--- src/rtl/dma_pkg.sv ---
// Shared types and helpers for the DMA priority arbiter.
package dma_pkg;

  localparam int unsigned NUM_CH = 4;

  typedef logic [1:0] ch_idx_t;

  typedef enum logic [1:0] {
    IDLE,
    HOLD_REQ,
    SERVICE,
    RELEASE
  } dma_state_e;

  // First requesting channel found when scanning upward (with wrap) from top.
  function automatic ch_idx_t pick_winner(input logic [NUM_CH-1:0] req, input ch_idx_t top);
    ch_idx_t idx;
    ch_idx_t win;
    logic    found;
    win   = top;
    found = 1'b0;
    for (int i = 0; i < NUM_CH; i++) begin
      idx = top + ch_idx_t'(i);
      if (!found && req[idx]) begin
        win   = idx;
        found = 1'b1;
      end
    end
    return win;
  endfunction

  // DACK pattern at the requested polarity; active=0 gives all-inactive.
  function automatic logic [NUM_CH-1:0] dack_encode(input logic active, input ch_idx_t ch,
                                                    input logic sense_high);
    logic [NUM_CH-1:0] onehot;
    onehot = '0;
    if (active) onehot[ch] = 1'b1;
    return sense_high ? onehot : ~onehot;
  endfunction

endpackage

--- src/rtl/dma_dreq_sync.sv ---
// Two-flop synchronizer for the asynchronous DREQ lines.
module dma_dreq_sync #(
  parameter int unsigned Width = 4
) (
  input  logic             clk_i,
  input  logic             rst_i,
  input  logic [Width-1:0] d_i,
  output logic [Width-1:0] q_o
);

  logic [Width-1:0] meta_q;
  logic [Width-1:0] sync_q;

  // Both stages clear on synchronous reset.
  always_ff @(posedge clk_i) begin
    if (rst_i) begin
      meta_q <= '0;
      sync_q <= '0;
    end else begin
      meta_q <= d_i;
      sync_q <= meta_q;
    end
  end

  assign q_o = sync_q;

endmodule

--- src/rtl/dma_priority.sv ---
// DMA channel priority arbiter and bus hold/acknowledge sequencer.
// Optional feature: define DMA_SWREQ_EN to add the sw_req software request input.
module dma_priority
  import dma_pkg::*;
(
  input  logic              CLK,
  input  logic              RESET,
  input  logic [NUM_CH-1:0] DREQ,
  input  logic              HLDA,
  input  logic [NUM_CH-1:0] mask,
  input  logic              rotate_pri,
  input  logic              dreq_sense_low,
  input  logic              dack_sense_high,
  input  logic              xfer_done,
`ifdef DMA_SWREQ_EN
  input  logic [NUM_CH-1:0] sw_req,
`endif
  output logic              HRQ,
  output logic [NUM_CH-1:0] DACK,
  output logic [1:0]        active_ch,
  output logic              svc_valid
);

  logic [NUM_CH-1:0] dreq_sync;
  logic [NUM_CH-1:0] req_hw;
  logic [NUM_CH-1:0] qual;
  ch_idx_t           top_pri;
  ch_idx_t           winner;

  dma_state_e        state_q;
  logic              hrq_q;
  logic [NUM_CH-1:0] dack_q;
  logic              svc_q;
  ch_idx_t           ch_q;
  ch_idx_t           ptr_q;

  dma_dreq_sync #(
    .Width (NUM_CH)
  ) u_sync (
    .clk_i (CLK),
    .rst_i (RESET),
    .d_i   (DREQ),
    .q_o   (dreq_sync)
  );

  // Sense-corrected, masked request vector and arbitration winner.
  always_comb begin
    req_hw = (dreq_sync ^ {NUM_CH{dreq_sense_low}}) & ~mask;
`ifdef DMA_SWREQ_EN
    qual = req_hw | sw_req;
`else
    qual = req_hw;
`endif
    top_pri = rotate_pri ? ptr_q : ch_idx_t'(0);
    winner  = pick_winner(qual, top_pri);
  end

  // Sequencer with all outputs registered; arbitration only on HOLD_REQ -> SERVICE.
  always_ff @(posedge CLK) begin
    if (RESET) begin
      state_q <= IDLE;
      hrq_q   <= 1'b0;
      dack_q  <= dack_encode(1'b0, ch_idx_t'(0), dack_sense_high);
      svc_q   <= 1'b0;
      ch_q    <= '0;
      ptr_q   <= '0;
    end else begin
      dack_q <= dack_encode(1'b0, ch_q, dack_sense_high);
      unique case (state_q)
        IDLE: begin
          if (|qual) begin
            state_q <= HOLD_REQ;
            hrq_q   <= 1'b1;
          end
        end
        HOLD_REQ: begin
          if (HLDA) begin
            if (|qual) begin
              state_q <= SERVICE;
              ch_q    <= winner;
              svc_q   <= 1'b1;
              dack_q  <= dack_encode(1'b1, winner, dack_sense_high);
            end else begin
              state_q <= RELEASE;
              hrq_q   <= 1'b0;
            end
          end
        end
        SERVICE: begin
          // Losing HLDA is treated the same as end of transfer.
          if (xfer_done || !HLDA) begin
            state_q <= RELEASE;
            hrq_q   <= 1'b0;
            svc_q   <= 1'b0;
            if (rotate_pri) ptr_q <= ch_q + ch_idx_t'(1);
          end else begin
            dack_q <= dack_encode(1'b1, ch_q, dack_sense_high);
          end
        end
        RELEASE: begin
          if (!HLDA) state_q <= IDLE;
        end
      endcase
    end
  end

  assign HRQ       = hrq_q;
  assign DACK      = dack_q;
  assign active_ch = ch_q;
  assign svc_valid = svc_q;

endmodule

--- config.mk ---
export PLATFORM = sky130hd
export DESIGN_NAME = dma_priority
export DESIGN_NICKNAME = d
export VERILOG_FILES = /design/src/rtl/dma_pkg.sv /design/src/rtl/dma_dreq_sync.sv /design/src/rtl/dma_priority.sv
export SDC_FILE = /design/constraint.sdc
export NUM_CORES = 1
export LEC_CHECK = 0
export ABC_CLOCK_PERIOD_IN_PS = 4450
export CORE_UTILIZATION = 54
export CTS_CLUSTER_DIAMETER = 200
export CTS_CLUSTER_SIZE = 20
export DETAILED_ROUTE_END_ITERATION = 10
export PLACE_DENSITY_LB_ADDON = 0.3
export SETUP_SLACK_MARGIN = 0.02
export SYNTH_ARGS = -nofsm -noshare
export SYNTH_HDL_FRONTEND = slang
export SYNTH_HIERARCHICAL = 1
export SYNTH_SLANG_ARGS = --single-unit
--- constraint.sdc ---
create_clock -name CLK -period 4.45 [get_ports CLK]
set_input_delay 0.445 -clock CLK [delete_from_list [all_inputs] [get_ports CLK]]
set_output_delay 0.445 -clock CLK [all_outputs]
set_load 0.05 [all_outputs]
==> results of run 1 <==
## layout by cell type, fill, tap and decap left out, drive strengths merged, types with 2 or more instances in the layout
master,netlist,final
o21ai,8,8
o211ai,3,3
a211oi,3,3
inv,12,12
clkbuf,1,3
a221oi,3,3
nand2,27,27
o221ai,3,3
o31a,2,2
nor2,11,11
nor3,2,2
xor2,7,7
a311o,2,2
nor2b,14,14
xnor2,4,4
nand3,4,4
a311oi,2,2
and2,3,3
dfxtp,20,20
ha,9,9
o311ai,2,2
mux2i,3,3
clkdlybuf4s50,0,22
mux2,2,2
a21oi,8,8
a22oi,2,2
nor3b,4,4
## final cells by class
class	instances	share of cell area
sequential	20	0.234
inverter	12	0.0263
clock buffer	3	0.0132
timing repair buffer	22	0.129
tap	30	0.0219
multi-input combinational	139	0.576
## state kept, by name (all words and copies together) (netlist names)
register and count:
DACK 4, u_sync/meta_q 4, u_sync/q_o 4, active_ch 2, ptr_q 2, state_q 2, HRQ 1, svc_valid 1
## report_power, final
| part | switching (uW) | internal, uW | leakage, uW |
|---|---|---|---|
| clock | 51.3 | 31.6 | 0.0000138 |
| sequential | 22.5 | 212 | 0.000165 |
| combinational | 203 | 127 | 0.000439 |
| total | 277 | 371 | 0.000618 |
## worst max path at each step
stage	from	endpoint	slack, ps	cells after the start
finish	dreq_sense_low	DACK[2]	1690	8
global route	dreq_sense_low	DACK[2]	1560	8
CTS	dreq_sense_low	DACK[2]	1740	8
detailed placement	dreq_sense_low	DACK[2]	1400	8
global placement	dreq_sense_low	DACK[2]	1520	8
floorplan	dreq_sense_low	DACK[2]	2220	8
## per-layer routing
metal  wire length [um]  global-route usage  vias up
li1                   -                   -      674
met1               1310               0.284      631
met2               1580               0.451       57
met3                199              0.0424        8
met4                 85               0.149        0
met5                  0                   0        -
## kinds of logic after synthesis
| group | share of synthesized area |
|---|---|
| adder cells (fa/ha/maj) | 0.0773 |
| AO/OA/AOI/OAI | 0.265 |
| AND/OR/NAND/NOR | 0.224 |
| XOR/XNOR | 0.0661 |
| multiplexers | 0.0447 |
| buffers and inverters | 0.0481 |
| flip-flops | 0.275 |
## worst register-to-register path: stages (launching register included)
cell and delay (ps):
dfxtp_1 510, or3b_1 380, a211o_1 320, a221oi_4 410
a311o_2 210, a22oi_1 90, o21ai_0 190, o311ai_1 130
## stage by stage
step                      total power (uW)   util  instances
after global routing                   690  0.679        226
after floorplan                        473      -        176
final                                  648  0.679        226
after global placement                 554  0.670        223
after detailed placement               568  0.670        223
after CTS                              653  0.679        226
==> impl_metrics.ini, run 1 <==
[critical_path]
critPathBufInv = 1
crit_fanout = 11
max_stage_delay_ps = 740
critPathKind = input port to flip-flop
rr_endpoint = DACK[0]
crit_path_start_kind = input port
reg2reg_from = ptr_q[1]
r2r_setup_slack_ps = 2080
worstSetupEndpointType = flip-flop
cp.required_ps = 4630
path_delay_family = compound AO/OA/AOI/OAI gates
cpMaxStageDelayCell = clkdlybuf4s50_1
reg2regPathDepth = 7
cp_cell_sequence = clkdlybuf4s50_1 -> xnor2_1 -> a2111o_1 -> a21oi_2 -> o21ai_0 -> a31oi_2 -> nor2b_1 -> o221ai_1
cp.arrival_ps = 2940

[logic_synthesis]
ys_seq_elements = 20
yosysMostFrequentCell = nand2_1
syn_inst = 176
synth_fp_nets = 200
synth_largest_area_cell = dfxtp_1
yosys-top-cells-count = nand2_1 (27), dfxtp_1 (20), nor2b_1 (14)
synth_area_um2 = 1460
ys.flop_type = dfxtp_1
yosys_warnings = 6
avgSynthCellArea_um2 = 8.27
async_flop_share = 0
synth_cell_type_count = 46
synthTopCellsByArea = dfxtp_1 (27%), ha_1 (7.7%), nand2_1 (7.0%), nor2b_1 (6.0%), xor2_1 (4.2%)
synth_edf_count = 0
ys_seq_area_frac = 0.275
netlist.area_leader.share = 0.275

[route]
drt_first_pass_iters = 4
initialDrtViolationCount = 33
wl_um = 3170
via_count = 1370
ant_nets = 0
wl_per_cell_um = 14.0
via_per_inst = 6.06
route.detailed.drc = 0

[layout]
multi_input_area_um2 = 986
drive_gt1_frac = 0.0663
syn_to_final_growth_pct = 17.5
seqCellArea_um2 = 400
final_area_um2 = 1710
finalNetCount = 222
fillers = 220
antenna_cells = 0

[placed_design]
post-place-ws_ps = 1400
finalWeightedCongestion = 0.937
dpl_cell_area_um2 = 1690
dp.final_hpwl_um = 2480
io_buffer_count = 22

[timing]
period_share = 0.620
setup_viol = 0
worst_slew_pin_slew_ps = 565
rsz0062_at_grt = no
slew_violations = 0
slew_headroom = 0.622
setup_ws_ps = 1690
setup_tns_ps = 0
hold_ws_ps = 443
fmaxAchievable_mhz = 363
hold_viol = 0
fin_worst_skew_ps = 2.15
period_minus_slack_ps = 2760

[clock_tree]
insertion_delay_ps = 300
hold_buffers = 0
h-tree-depth = 1
cts_resized = 0
cts_setup_buffers = 0
cts_buffer_depth = 2
cts_tree = yes
cts_num_sinks = 20
cts_root_buf = clkbuf_4
clk_pin_slew_worst_paths_ps = 100
numCtsBuffers = 3

[hold_path]
hold_end = u_sync/q_o[2]
hold_path.class = flip-flop to flip-flop
min_from = u_sync/meta_q[2]
holdPathStages = 1

[floorplanning]
coreArea_um2 = 2520
ios = 23
die_x_um = 53.9
num_rows = 18
die-area_um2 = 2910
dieHeight_um = 53.9
initial_core_util = 0.577

[global_routing]
grt_usage = 0.255
grt_pass1_vias = 1273
grt_remaining_overflow = 0
grt_pass1_wl_um = 5280
antenna_found_initial = 0
grt_max_degree = 18

[power]
p_leak_uw = 0.000618
p_per_area_nw_per_um2 = 378
peakVddDrop_v = 0.000303

[outcome]
outcome = completed

[run]
drv_cap = 0
(Power assumes the default switching activity.)
==> run 2: changes to the inputs <==
--- a/config.mk
+++ b/config.mk
@@ -5,8 +5,8 @@
 export SDC_FILE = /design/constraint.sdc
 export NUM_CORES = 1
 export LEC_CHECK = 0
-export ABC_CLOCK_PERIOD_IN_PS = 4450
-export CORE_UTILIZATION = 54
+export ABC_CLOCK_PERIOD_IN_PS = 2320
+export CORE_UTILIZATION = 48
 export CTS_CLUSTER_DIAMETER = 200
 export CTS_CLUSTER_SIZE = 20
 export DETAILED_ROUTE_END_ITERATION = 10
==> constraint.sdc (replaced) <==
create_clock -name CLK -period 2.32 [get_ports CLK]
set_input_delay 0.232 -clock CLK [delete_from_list [all_inputs] [get_ports CLK]]
set_output_delay 0.232 -clock CLK [all_outputs]
set_load 0.05 [all_outputs]
==> run 2 against run 1 <==
The run now ends with DRC left. Combinational power up 130%. Design area up 15%. First-iteration DRC count up 120%. Worst setup slack worse by 1600 ps. Clock skew up 8.1 ps. Power up 120%. Register-to-register slack worse by 2000 ps. Critical endpoint is now DACK[0].
==> impl_metrics.ini, run 2 (synthesis gave the netlist of run 1 again) <==
[route]
via_per_inst = 5.76
via_count = 1458
wl_um = 3700
ant_nets = 0
drt_first_pass_iters = 7
route.detailed.drc = 5
initialDrtViolationCount = 71
wl_per_cell_um = 14.6

[power]
p_leak_uw = 0.000772
p_per_area_nw_per_um2 = 707
peakVddDrop_v = 0.000709

[clock_tree]
cts_root_buf = clkbuf_4
clk_pin_slew_worst_paths_ps = 120
h-tree-depth = 1
numCtsBuffers = 3
cts_num_sinks = 20
cts_tree = yes
insertion_delay_ps = 300
cts_buffer_depth = 2

[placed_design]
dp.final_hpwl_um = 2880
dpl_cell_area_um2 = 1860
io_buffer_count = 22
post-place-ws_ps = -250
finalWeightedCongestion = 0.860

[layout]
final_common_cell = nand2_1
finalNetCount = 247
drive_gt1_frac = 0.212
mostFrequentLayoutCells = nand2_1 (27), buf_4 (25), clkdlybuf4s50_1 (22)
syn_to_final_growth_pct = 35.2
antenna_cells = 0
final_area_um2 = 1970
utilization = 0.702

[timing]
setup_ws_ps = 49.6
fmaxAchievable_mhz = 440
hold_viol = 0
slew_headroom = 0.667
setup_viol = 0
period_minus_slack_ps = 2270
worst_slew_pin_slew_ps = 497
slew_violations = 0
period_share = 0.979
fin_worst_skew_ps = 10.3
rsz0062_at_grt = yes

[global_routing]
grt_max_degree = 17
grt_pass1_wl_um = 6030
grt_usage = 0.236
antenna_found_initial = 0
grt_remaining_overflow = 0
grt_pass1_vias = 1447

[critical_path]
r2r_setup_slack_ps = 50
worstSetupEndpointType = flip-flop
crit_path_start_kind = flip-flop
reg2regPathDepth = 8
critPathKind = flip-flop to flip-flop
reg2reg_from = ptr_q[0]
rr_endpoint = DACK[0]
cp.arrival_ps = 2480
startpoint = ptr_q[0]
crit_fanout = 7
cp.required_ps = 2530

[floorplanning]
coreArea_um2 = 2810
die-area_um2 = 3260
initial_core_util = 0.519
die_x_um = 57.1
ios = 23
num_rows = 19
dieHeight_um = 57.1

[hold_path]
holdPathStages = 1
hold_end = u_sync/q_o[1]
hold_path.class = flip-flop to flip-flop
min_from = u_sync/meta_q[1]

[outcome]
violations = DRC
outcome = finished, violations left

[run]
drv_cap = 0
==> run 2: cell count changes in the layout (fill, tap and decap cells not counted), sizes merged <==
cell    change
clkbuf      +1
buf        +25
==> run 2: repair_timing <==
action | 4_1_cts | 5_1_grt
hold buffers | 0 | 0
buffers inserted | 0 | 2
setup endpoints to repair | 0 | 7
hold endpoints to repair | 0 | 0
gates resized for setup | 0 | 11
==> run 2: routing by layer <==
layer | track usage | up-vias | routed length (um)
li1 | - | 726 | -
met1 | 0.262 | 692 | 1530
met2 | 0.449 | 28 | 2000
met3 | 0.0227 | 12 | 64
met4 | 0.108 | 0 | 104
met5 | 0 | - | 0
==> run 2: critical path, cell delays in order, from the launching register on <==
cell	delay [ps]
dfxtp_2	370
or3b_1	390
a211o_1	320
a221oi_4	260
buf_4	190
a311o_2	150
mux2i_4	90
buf_4	160
o311ai_2	260
==> run 2: final cells by class <==
class / instances / area [um2]
Fill cell: 210 / 836
Clock buffer: 4 / 36.3
Multi-Input combinational cell: 139 / 1040
Tap cell: 31 / 38.8
Inverter: 12 / 45.0
Timing Repair Buffer: 47 / 408
Sequential cell: 20 / 402
==> run 2: worst max path at each step <==
stage                     slack, ps       to  cells past startpoint
after floorplan                 210  DACK[0]                      8
after global routing            -20  DACK[0]                      8
after global placement         -140  DACK[1]                      8
after detailed placement       -250  DACK[0]                     10
after CTS                        60  DACK[0]                      6
final                            50  DACK[0]                      8
==> run 2: per-stage QoR <==
step,hold slack (ps),power (uW),std cells,TNS [ps]
finish,448,1390,253,0
CTS,455,1360,251,0
detailed placement,430,1160,247,-1290
floorplan,304,906,176,0
global placement,420,1120,247,-614
global route,472,1480,253,-17.8
==> run 2: power breakdown <==
| part | internal, uW | switching (uW) | total, uW |
|---|---|---|---|
| Combinational | 315 | 429 | 744 |
| Sequential | 408 | 40.9 | 449 |
| Clock | 95.6 | 105 | 200 |
| Total | 818 | 575 | 1390 |
